<file path="config.mk">
export PLATFORM = sky130hd
export DESIGN_NAME = multi_port_control_fsm
export DESIGN_NICKNAME = d
export VERILOG_FILES = /design/src/rtl/control_pkg.sv /design/src/rtl/control_port_fsm.sv /design/src/rtl/multi_port_control_fsm.sv
export SDC_FILE = /design/constraint.sdc
export NUM_CORES = 1
export LEC_CHECK = 0
export ABC_CLOCK_PERIOD_IN_PS = 4100
export CAP_MARGIN = 20
export CORE_UTILIZATION = 33
export DETAILED_ROUTE_END_ITERATION = 8
export PLACE_DENSITY_LB_ADDON = 0.08
export SETUP_SLACK_MARGIN = 0.05
export SLEW_MARGIN = 40
export SYNTH_ARGS = -nofsm -noshare
export SYNTH_HDL_FRONTEND = slang
export SYNTH_SLANG_ARGS = --single-unit
</file>
<file path="constraint.sdc">
create_clock -name clk -period 4.1 [get_ports clk]
set_input_delay 0.41 -clock clk [delete_from_list [all_inputs] [get_ports clk]]
set_output_delay 0.41 -clock clk [all_outputs]
set_load 0.05 [all_outputs]
</file>
<file path="src/rtl/control_pkg.sv">
`default_nettype none
// ============================================================================
// Module   : control_pkg
// Purpose  : Shared types and helpers for the multi-port packet framing
//            control FSM: port state encoding, error cause encoding and the
//            beat counter width function.
// Revision : 1.0 - initial multi-port release
// ============================================================================
package control_pkg;

  // Per-port framing state
  typedef enum logic [1:0] {
    ST_RESET    = 2'd0,
    ST_IDLE     = 2'd1,
    ST_WAIT_EOP = 2'd2,
    ST_ERROR    = 2'd3
  } state_t;

  // Last error cause reported on err_code
  typedef enum logic [1:0] {
    ERR_NONE       = 2'd0,
    ERR_EOP_NO_SOP = 2'd1,
    ERR_SOP_IN_PKT = 2'd2,
    ERR_TOO_LONG   = 2'd3
  } err_code_t;

  // Width needed to hold 0..max_beats, never narrower than one bit
  function automatic int beat_cnt_width(input int max_beats);
    int w;
    w = $clog2(max_beats + 1);
    return (w < 1) ? 1 : w;
  endfunction

endpackage
`default_nettype wire

</file>
<file path="src/rtl/control_port_fsm.sv">
`default_nettype none
// ============================================================================
// Module   : control_port_fsm
// Purpose  : One framing channel. Tracks sop/eop framing, enforces a maximum
//            packet length, gates the port enable at packet boundaries and
//            keeps a sticky error cause plus a saturating error counter.
// Revision : 1.0 - initial multi-port release
// ============================================================================
module control_port_fsm
  import control_pkg::*;
#(
  parameter int MAX_BEATS = 64,
  parameter int ERR_CNT_W = 8
) (
  input  logic                 clk,
  input  logic                 reset,
  input  logic                 cfg_port_enable,
  input  logic                 val,
  input  logic                 sop,
  input  logic                 eop,
  input  logic                 err_clr,
  output logic                 enable,
  output logic                 error,
  output logic [1:0]           err_code,
  output logic [ERR_CNT_W-1:0] err_cnt
);

  localparam int                    c_CNT_W     = beat_cnt_width(MAX_BEATS);
  localparam bit                    c_LEN_CHECK = (MAX_BEATS != 0);
  // With the check disabled the compare value is irrelevant; 0 keeps it legal
  localparam logic [c_CNT_W-1:0]    c_LAST_BEAT = c_CNT_W'((MAX_BEATS == 0) ? 0 : MAX_BEATS - 1);
  localparam logic [c_CNT_W-1:0]    c_CNT_ONE   = c_CNT_W'(1);
  localparam logic [ERR_CNT_W-1:0]  c_ERR_MAX   = '1;
  localparam logic [ERR_CNT_W-1:0]  c_ERR_ONE   = ERR_CNT_W'(1);

  state_t                r_state;
  state_t                w_next_state;
  logic [c_CNT_W-1:0]    r_beat_cnt;
  logic [c_CNT_W-1:0]    w_next_cnt;
  logic                  w_event;
  err_code_t             w_cause;
  logic                  r_enable;
  logic                  r_error;
  err_code_t             r_err_code;
  err_code_t             w_next_code;
  logic [ERR_CNT_W-1:0]  r_err_cnt;
  logic [ERR_CNT_W-1:0]  w_next_err_cnt;
  logic [ERR_CNT_W-1:0]  w_err_base;
  logic                  w_s;
  logic                  w_e;

  assign w_s = val & sop;
  assign w_e = val & eop;

  // Next-state decode: framing rules, length check and error event detection
  always_comb begin
    w_next_state = r_state;
    w_next_cnt   = r_beat_cnt;
    w_event      = 1'b0;
    w_cause      = ERR_NONE;
    case (r_state)
      ST_RESET: begin
        w_next_state = ST_IDLE;
        w_next_cnt   = '0;
      end
      ST_IDLE, ST_ERROR: begin
        if (w_e && !w_s) begin
          w_next_state = ST_ERROR;
          w_next_cnt   = '0;
          w_event      = 1'b1;
          w_cause      = ERR_EOP_NO_SOP;
        end else if (w_s && !w_e) begin
          w_next_state = ST_WAIT_EOP;
          w_next_cnt   = c_CNT_ONE;
        end else begin
          // Single-beat packets and empty cycles both land in IDLE
          w_next_state = ST_IDLE;
          w_next_cnt   = '0;
        end
      end
      ST_WAIT_EOP: begin
        if (val) begin
          if (w_s) begin
            w_next_state = ST_ERROR;
            w_next_cnt   = '0;
            w_event      = 1'b1;
            w_cause      = ERR_SOP_IN_PKT;
          end else if (w_e) begin
            // EOP outranks the length check, so EOP on beat MAX_BEATS is legal
            w_next_state = ST_IDLE;
            w_next_cnt   = '0;
          end else if (c_LEN_CHECK && (r_beat_cnt == c_LAST_BEAT)) begin
            w_next_state = ST_ERROR;
            w_next_cnt   = '0;
            w_event      = 1'b1;
            w_cause      = ERR_TOO_LONG;
          end else begin
            w_next_cnt   = r_beat_cnt + c_CNT_ONE;
          end
        end
      end
      default: begin
        w_next_state = ST_IDLE;
        w_next_cnt   = '0;
      end
    endcase
  end

  // Error bookkeeping: clear is applied first, then any event on top of it
  always_comb begin
    w_err_base     = err_clr ? '0 : r_err_cnt;
    w_next_code    = err_clr ? ERR_NONE : r_err_code;
    w_next_err_cnt = w_err_base;
    if (w_event) begin
      w_next_code    = w_cause;
      w_next_err_cnt = (w_err_base == c_ERR_MAX) ? w_err_base : w_err_base + c_ERR_ONE;
    end
  end

  // State, beat counter and registered outputs
  always_ff @(posedge clk or posedge reset) begin
    if (reset) begin
      r_state    <= ST_RESET;
      r_beat_cnt <= '0;
      r_enable   <= 1'b0;
      r_error    <= 1'b0;
      r_err_code <= ERR_NONE;
      r_err_cnt  <= '0;
    end else begin
      r_state    <= w_next_state;
      r_beat_cnt <= w_next_cnt;
      r_error    <= (w_next_state == ST_ERROR);
      r_err_code <= w_next_code;
      r_err_cnt  <= w_next_err_cnt;
      // Enable only follows cfg at packet boundaries
      if (w_next_state == ST_IDLE || w_next_state == ST_ERROR) begin
        r_enable <= cfg_port_enable;
      end
    end
  end

  assign enable   = r_enable;
  assign error    = r_error;
  assign err_code = r_err_code;
  assign err_cnt  = r_err_cnt;

endmodule
`default_nettype wire

</file>
<file path="src/rtl/multi_port_control_fsm.sv">
`default_nettype none
// ============================================================================
// Module   : multi_port_control_fsm
// Purpose  : NUM_PORTS independent packet framing channels, each with length
//            check, boundary-gated enable and sticky error reporting. Per-port
//            outputs are packed into flat vectors for the CSR block.
// Revision : 1.0 - initial multi-port release
// ============================================================================
module multi_port_control_fsm
  import control_pkg::*;
#(
  parameter int NUM_PORTS = 4,
  parameter int MAX_BEATS = 64,
  parameter int ERR_CNT_W = 8
) (
  input  logic                           clk,
  input  logic                           reset,
  input  logic [NUM_PORTS-1:0]           cfg_port_enable,
  input  logic [NUM_PORTS-1:0]           val,
  input  logic [NUM_PORTS-1:0]           sop,
  input  logic [NUM_PORTS-1:0]           eop,
  input  logic [NUM_PORTS-1:0]           err_clr,
  output logic [NUM_PORTS-1:0]           enable,
  output logic [NUM_PORTS-1:0]           error,
  output logic [2*NUM_PORTS-1:0]         err_code,
  output logic [ERR_CNT_W*NUM_PORTS-1:0] err_cnt
);

  for (genvar p = 0; p < NUM_PORTS; p++) begin : g_port
    control_port_fsm #(
      .MAX_BEATS (MAX_BEATS),
      .ERR_CNT_W (ERR_CNT_W)
    ) u_port (
      .clk             (clk),
      .reset           (reset),
      .cfg_port_enable (cfg_port_enable[p]),
      .val             (val[p]),
      .sop             (sop[p]),
      .eop             (eop[p]),
      .err_clr         (err_clr[p]),
      .enable          (enable[p]),
      .error           (error[p]),
      .err_code        (err_code[p*2 +: 2]),
      .err_cnt         (err_cnt[p*ERR_CNT_W +: ERR_CNT_W])
    );
  end

endmodule
`default_nettype wire

</file>
# --- Yosys cells after proc, flatten, opt, wreduce, memory -nomap -nowiden ---
# Cells that the tools add are included.
# W data, S select, Z words.
totals:
  elab_cells: 228
  regBits: 84
op_classes:
  bitwise_logic: 8
  add_sub_neg: 8
  n_eq_ne: 32
  reduce_logical: 32
  n_mux: 124
ops:
  columns: ["cell", "n"]
  rows:
  - ["$mux W7", 20]
  - ["$mux W2", 48]
  - ["$mux W8", 12]
  - ["$pmux W7 S3", 4]
  - ["$add A8 B1 Y8 const B", 4]
  - ["$eq A8 B8 Y1 const B", 4]
  - ["$add A7 B1 Y7 const B", 4]
  - ["$eq A7 B6 Y1 const B", 4]
  - ["$mux W1", 28]
  - ["$eq A2 B2 Y1 const B", 12]
  - ["$pmux W2 S3", 4]
  - ["$eq A2 B1 Y1 const B", 8]
  - ["$pmux W2 S2", 4]
  - ["$and A1 B1 Y1", 8]
  - ["$logic_and A1 B1 Y1", 8]
  - ["$logic_not A1 Y1", 8]
  - ["$logic_not A2 Y1", 4]
  - ["$ne A2 B2 Y1 const B", 4]
  - ["$pmux W1 S2", 4]
  - ["$reduce_bool A2 Y1", 4]
  - ["$reduce_or A2 Y1", 4]
  - ["$logic_or A1 B1 Y1", 4]

# --- Depth between registers and ports, before layout ---
depth:
  ltp_word: 8
  ltp_mapped: 9

# --- Hierarchy ---
# Synthesis repeated with hierarchy kept, for this count alone.
unflattened:
  hier_cells: 520
  hier_area_um2: 4994.8
by_module_without_submodules:
  columns: ["mod", "area_each_um2", "instances", "cells_each"]
  rows:
  - ["control_port_fsm (g_port[0].u_port ...)", 1251.2, 3, 132]
  - ["control_port_fsm (g_port[3].u_port)", 1241.2, 1, 124]

# --- Least setup slack after synthesis ---
# OpenSTA, ideal clock, no wires.
synth_timing:
  path_type: "reg2reg"
  startpoint: "register g_port[1].u_port.r_err_cnt[0]"
  endpoint: "register g_port[1].u_port.r_err_cnt[1]"
  t_arrival_ns: 1.979
  synth_period_minus_slack_ns: 2.104
  path_stages_with_launch: 8
  setup_slack_ns: 1.996
  setup_ns: 0.125
  path_buffers: 0
  path_cell_list: "dfrtp_1 -> nor2b_1 -> ha_1 -> nand3_1 -> nor2_1 -> nand3_1 -> nand2_1 -> mux2_2"
synth_between:
  elab_chain_cells: 4
synth_rtl:
  columns: ["item", "line_no", "text"]
  rows:
  - ["start, declared", "control_port_fsm.sv:46", "logic [ERR_CNT_W-1:0] r_err_cnt;"]
  - ["start signal, assigned", "control_port_fsm.sv:134", "r_err_cnt <= w_next_err_cnt;"]
  - ["$mux W8 *", "control_port_fsm.sv:111", "w_err_base = err_clr ? '0 : r_err_cnt;"]
  - ["$add A8 B1 Y8 / $eq A8 B8 Y1 (equally long branches)", "control_port_fsm.sv:116", "w_next_err_cnt = (w_err_base == c_ERR_MAX) ? w_err_base : w_err_base + c_ERR_ONE;"]
  - ["$mux W8 *", "control_port_fsm.sv:116", null]
  - ["$mux W8 *", "control_port_fsm.sv:114", "if (w_event) begin"]
  - ["net g_port[1].u_port.w_next_err_cnt[1]", "control_port_fsm.sv:47", "logic [ERR_CNT_W-1:0] w_next_err_cnt;"]
# Mark *: on every way through the listed nets, which the timed path passes. The rest lies on a longest branch.
# A chain may end at the register's enable or synchronous reset.

# --- Worst setup path in the final report ---
layout_timing:
  startpoint: "input port err_clr[1]"
  endpoint: "register g_port[1].u_port.r_err_cnt[1]"
layout_between:
  elab_chain_cells: 4
layout_rtl:
  columns: ["item", "line_no", "text"]
  rows:
  - ["start, declared", "multi_port_control_fsm.sv:22", "input logic [NUM_PORTS-1:0] err_clr,"]
  - ["$mux W8 *", "control_port_fsm.sv:111", null]
  - ["$add A8 B1 Y8 / $eq A8 B8 Y1 (equally long branches)", "control_port_fsm.sv:116", null]
  - ["$mux W8", "control_port_fsm.sv:116", null]
  - ["$mux W8 *", "control_port_fsm.sv:114", null]
  - ["net g_port[1].u_port.w_next_err_cnt[1]", "control_port_fsm.sv:47", null]
# Marked as above.

==> impl_metrics.ini <==
[logic_synthesis]
ys_types = 71
netlist_instances = 478
synthTopCellsByArea = dfrtp_1 (45%), ha_1 (5.3%), nand2_1 (3.8%), nor2b_1 (2.7%), o21ai_0 (2.6%)
synth_commonest_cells = dfrtp_1 (84), nand2_1 (47), nor2_1 (31), o21ai_0 (24), nand3_1 (21)
synth_edf_count = 0
yosysTopAreaCell = dfrtp_1
ys_ff_latch = 84
synth_nets = 520
yosys.area.top_type_share_pct = 44.7
synthesis.area_sq_mm = 0.00470
async_flop_share_pct = 100
syn_avg_cell_area_sq_um = 9.83
ys.warnings.count = 0
yosysMostFrequentCell = dfrtp_1
yosysSeqAreaShare_pct = 44.7
ys.flop_type = dfrtp_1

[critical_path]
critical_path.cell_chain = clkdlybuf4s50_1, nor2b_1, ha_1, nand3_1, nor2_1, nand3_1, nand2_1, mux2_2
setup.worst_path.class = in -> reg
critical_path_required_ns = 4.33
critPathCaptureType = flip-flop
worst_path_max_delay_cell = clkdlybuf4s50_1
crit_family = simple AND/OR/NAND/NOR gates
cpMostUsedCell = nand3_1
path_max_fanout = 11
ff2ff_setup_slack_ns = 2.08
worst-path-buf-inv = 1
worst_ep_arrival_time_ns = 2.55
max_stage_delay_ns = 0.62
worstSetupStartpointType = input port

[route]
first_pass_iters = 7
drtIter0Drc = 227
ant_nets = 0
via_count = 3754
drt-total-wl_microns = 10400
vias_per_cell = 5.18
wl_per_cell_microns = 14.3
route.detailed.drc = 0

[global_routing]
gr-usage-all-layers_pct = 15.3
antenna_found_initial = 0
grt_pass1_wl_microns = 17900
grt_max_degree = 55
overflow = 0
grt_pass1_vias = 3685

[floorplanning]
die_w_microns = 121
rows = 43
die_h_microns = 121
dieArea_sq_mm = 0.0147
fp.coreArea_sq_mm = 0.0139
initial_core_util_pct = 33.9
ioPinCount = 70

[timing]
setup_slack_ns = 1.78
finalHoldViolations = 0
period_share_pct = 56.6
clock-skew-final_ns = 0.00524
tightest_slew_ns = 0.718
slew_viol_final = 0
setup_viol = 0
max_freq_mhz = 431
fin_setup_tns_ns = 0
rsz0062_at_grt = false
fin_crit_ns = 2.32
worst_slew_margin_rel_pct = 52.2

[final_layout]
final_net_count = 582
n_antenna_cell = 0
finalCoreUtilization_pct = 41.9
drive_gt1_share_pct = 6.61
areaGrowthSynthToFinish_pct = 23.6
fin_area_sq_mm = 0.00581
n_fill_cell = 1343

[pwr]
p_leak_nw = 2.51
peakVddDrop_uv = 206
power.density_mw_per_mm2 = 357

[placement]
dp_slack_ns = 1.46
place.gp.congestion = 0.813
place_area_sq_mm = 0.00551
portBuffers = 69
dp_hpwl_microns = 7440

[cts]
h-tree-depth = 3
cts_resized = 0
cts_tree = built
cts_sinks = 84
clk_pin_slew_ns = 0.06
hold_buffers = 0
cts_root_buf = clkbuf_16
cts_made_buffers = 9
postCtsSetupBuffers = 0
cts_buffer_depth = 2
clock_latency_ns = 0.34

[job]
drv_cap = 0

[status]
outcome = complete, no violations

[min_path]
hp-class = in -> async
sequential cells by signal, indices dropped and copies added, names as in the netlist:
| register | cells |
|---|---|
| g_port.u_port.error | 4 |
| g_port.u_port.r_beat_cnt | 28 |
| g_port.u_port.err_code | 8 |
| g_port.u_port.r_state | 8 |
| g_port.u_port.err_cnt | 32 |
| g_port.u_port.enable | 4 |
per-layer routing:
| metal | vias to the layer above | GRT usage [%] | share of wire (%) |
|---|---|---|---|
| met2 | 58 | 23.2 | 46 |
| met3 | 17 | 3.05 | 2.9 |
| met1 | 1842 | 20.7 | 49 |
| met5 | - | 0 | 0 |
| li1 | 1837 | - | - |
| met4 | 0 | 7.25 | 2.2 |
stage by stage:
| step | hold slack (ns) | instances | power [mW] |
|---|---|---|---|
| 6_report | 0.417 | 725 | 2.07 |
| 3_5_place_dp | 0.469 | 709 | 1.26 |
| 2_1_floorplan | 0.450 | 478 | 1.16 |
| 5_1_grt | 0.486 | 725 | 2.17 |
| 4_1_cts | 0.437 | 725 | 2.11 |
| 3_3_place_gp | 0.463 | 709 | 1.26 |
worst reg2reg max path, stage by stage (launching register included):
cell and delay, ns:
dfrtp_1 0.39, ha_1 0.21, nand3_1 0.22, o31ai_2 0.43, a21oi_1 0.14, a21oi_2 0.19, mux2_1 0.34
cell usage in the layout, fill, tap and decap left out, types with 4 or more instances in the layout:
master | netlist | layout
a21oi_1 | 15 | 15
a22o_1 | 5 | 5
a31oi_1 | 8 | 8
a41oi_1 | 4 | 4
and2_1 | 9 | 9
and3_1 | 11 | 11
clkbuf_16 | 0 | 9
clkdlybuf4s50_1 | 0 | 69
dfrtp_1 | 84 | 84
ha_1 | 20 | 20
inv_1 | 15 | 14
mux2_1 | 8 | 8
mux2i_1 | 9 | 9
nand2_1 | 47 | 47
nand2b_1 | 8 | 8
nand3_1 | 21 | 21
nand3b_1 | 5 | 5
nand4_1 | 8 | 8
nor2_1 | 31 | 31
nor2b_1 | 20 | 20
nor3_1 | 13 | 13
o21a_1 | 5 | 5
o21ai_0 | 24 | 24
o21ai_1 | 4 | 4
o31ai_1 | 4 | 4
xnor2_1 | 12 | 12
worst paths after layout:
| path | cells past startpoint | endpoint | from |
|---|---|---|---|
| setup reg to reg | 6 | g_port[2].u_port.enable | g_port[2].u_port.r_beat_cnt[0] |
| hold / removal | 2 | g_port[2].u_port.err_cnt[0] | reset |
| hold reg to reg | 1 | g_port[3].u_port.r_beat_cnt[6] | g_port[3].u_port.r_beat_cnt[6] |
| setup / recovery | 8 | g_port[1].u_port.err_cnt[1] | err_clr[1] |
| max in group asynchronous | 3 | g_port[1].u_port.err_cnt[0] | reset |
| min in group clk | 1 | g_port[3].u_port.r_beat_cnt[6] | g_port[3].u_port.r_beat_cnt[6] |
area by class of cell:
type                            instances  area (sq um)  area share, %
Timing Repair Buffer                   70           698           12.0
Sequential cell                        84          2100           36.2
Clock inverter                          4          47.5          0.818
Inverter                               17          65.1           1.12
Multi-Input combinational cell        358          2420           41.6
Clock buffer                           12           256           4.41
Tap cell                              180           225           3.88
kinds of logic (layout without fill, tap and decap cells):
kind of cell | after synthesis | after routing | synth area share, %
AND/OR/NAND/NOR | 203 | 203 | 23.8
buffers and inverters | 36 | 103 | 3.89
flip-flops | 84 | 84 | 44.7
adder cells (fa/ha/maj) | 20 | 20 | 5.32
multiplexers | 19 | 19 | 4.31
AO/OA/AOI/OAI | 101 | 101 | 15.1
XOR/XNOR | 15 | 15 | 2.79
report_power, final:
group / internal, mW / leakage, nW / switching (mW)
sequential: 0.871 / 1.12 / 0.0373
clock: 0.503 / 0.149 / 0.326
combinational: 0.123 / 1.24 / 0.212
total: 1.50 / 2.51 / 0.575
No activity file was read; power rests on OpenSTA's default activity.
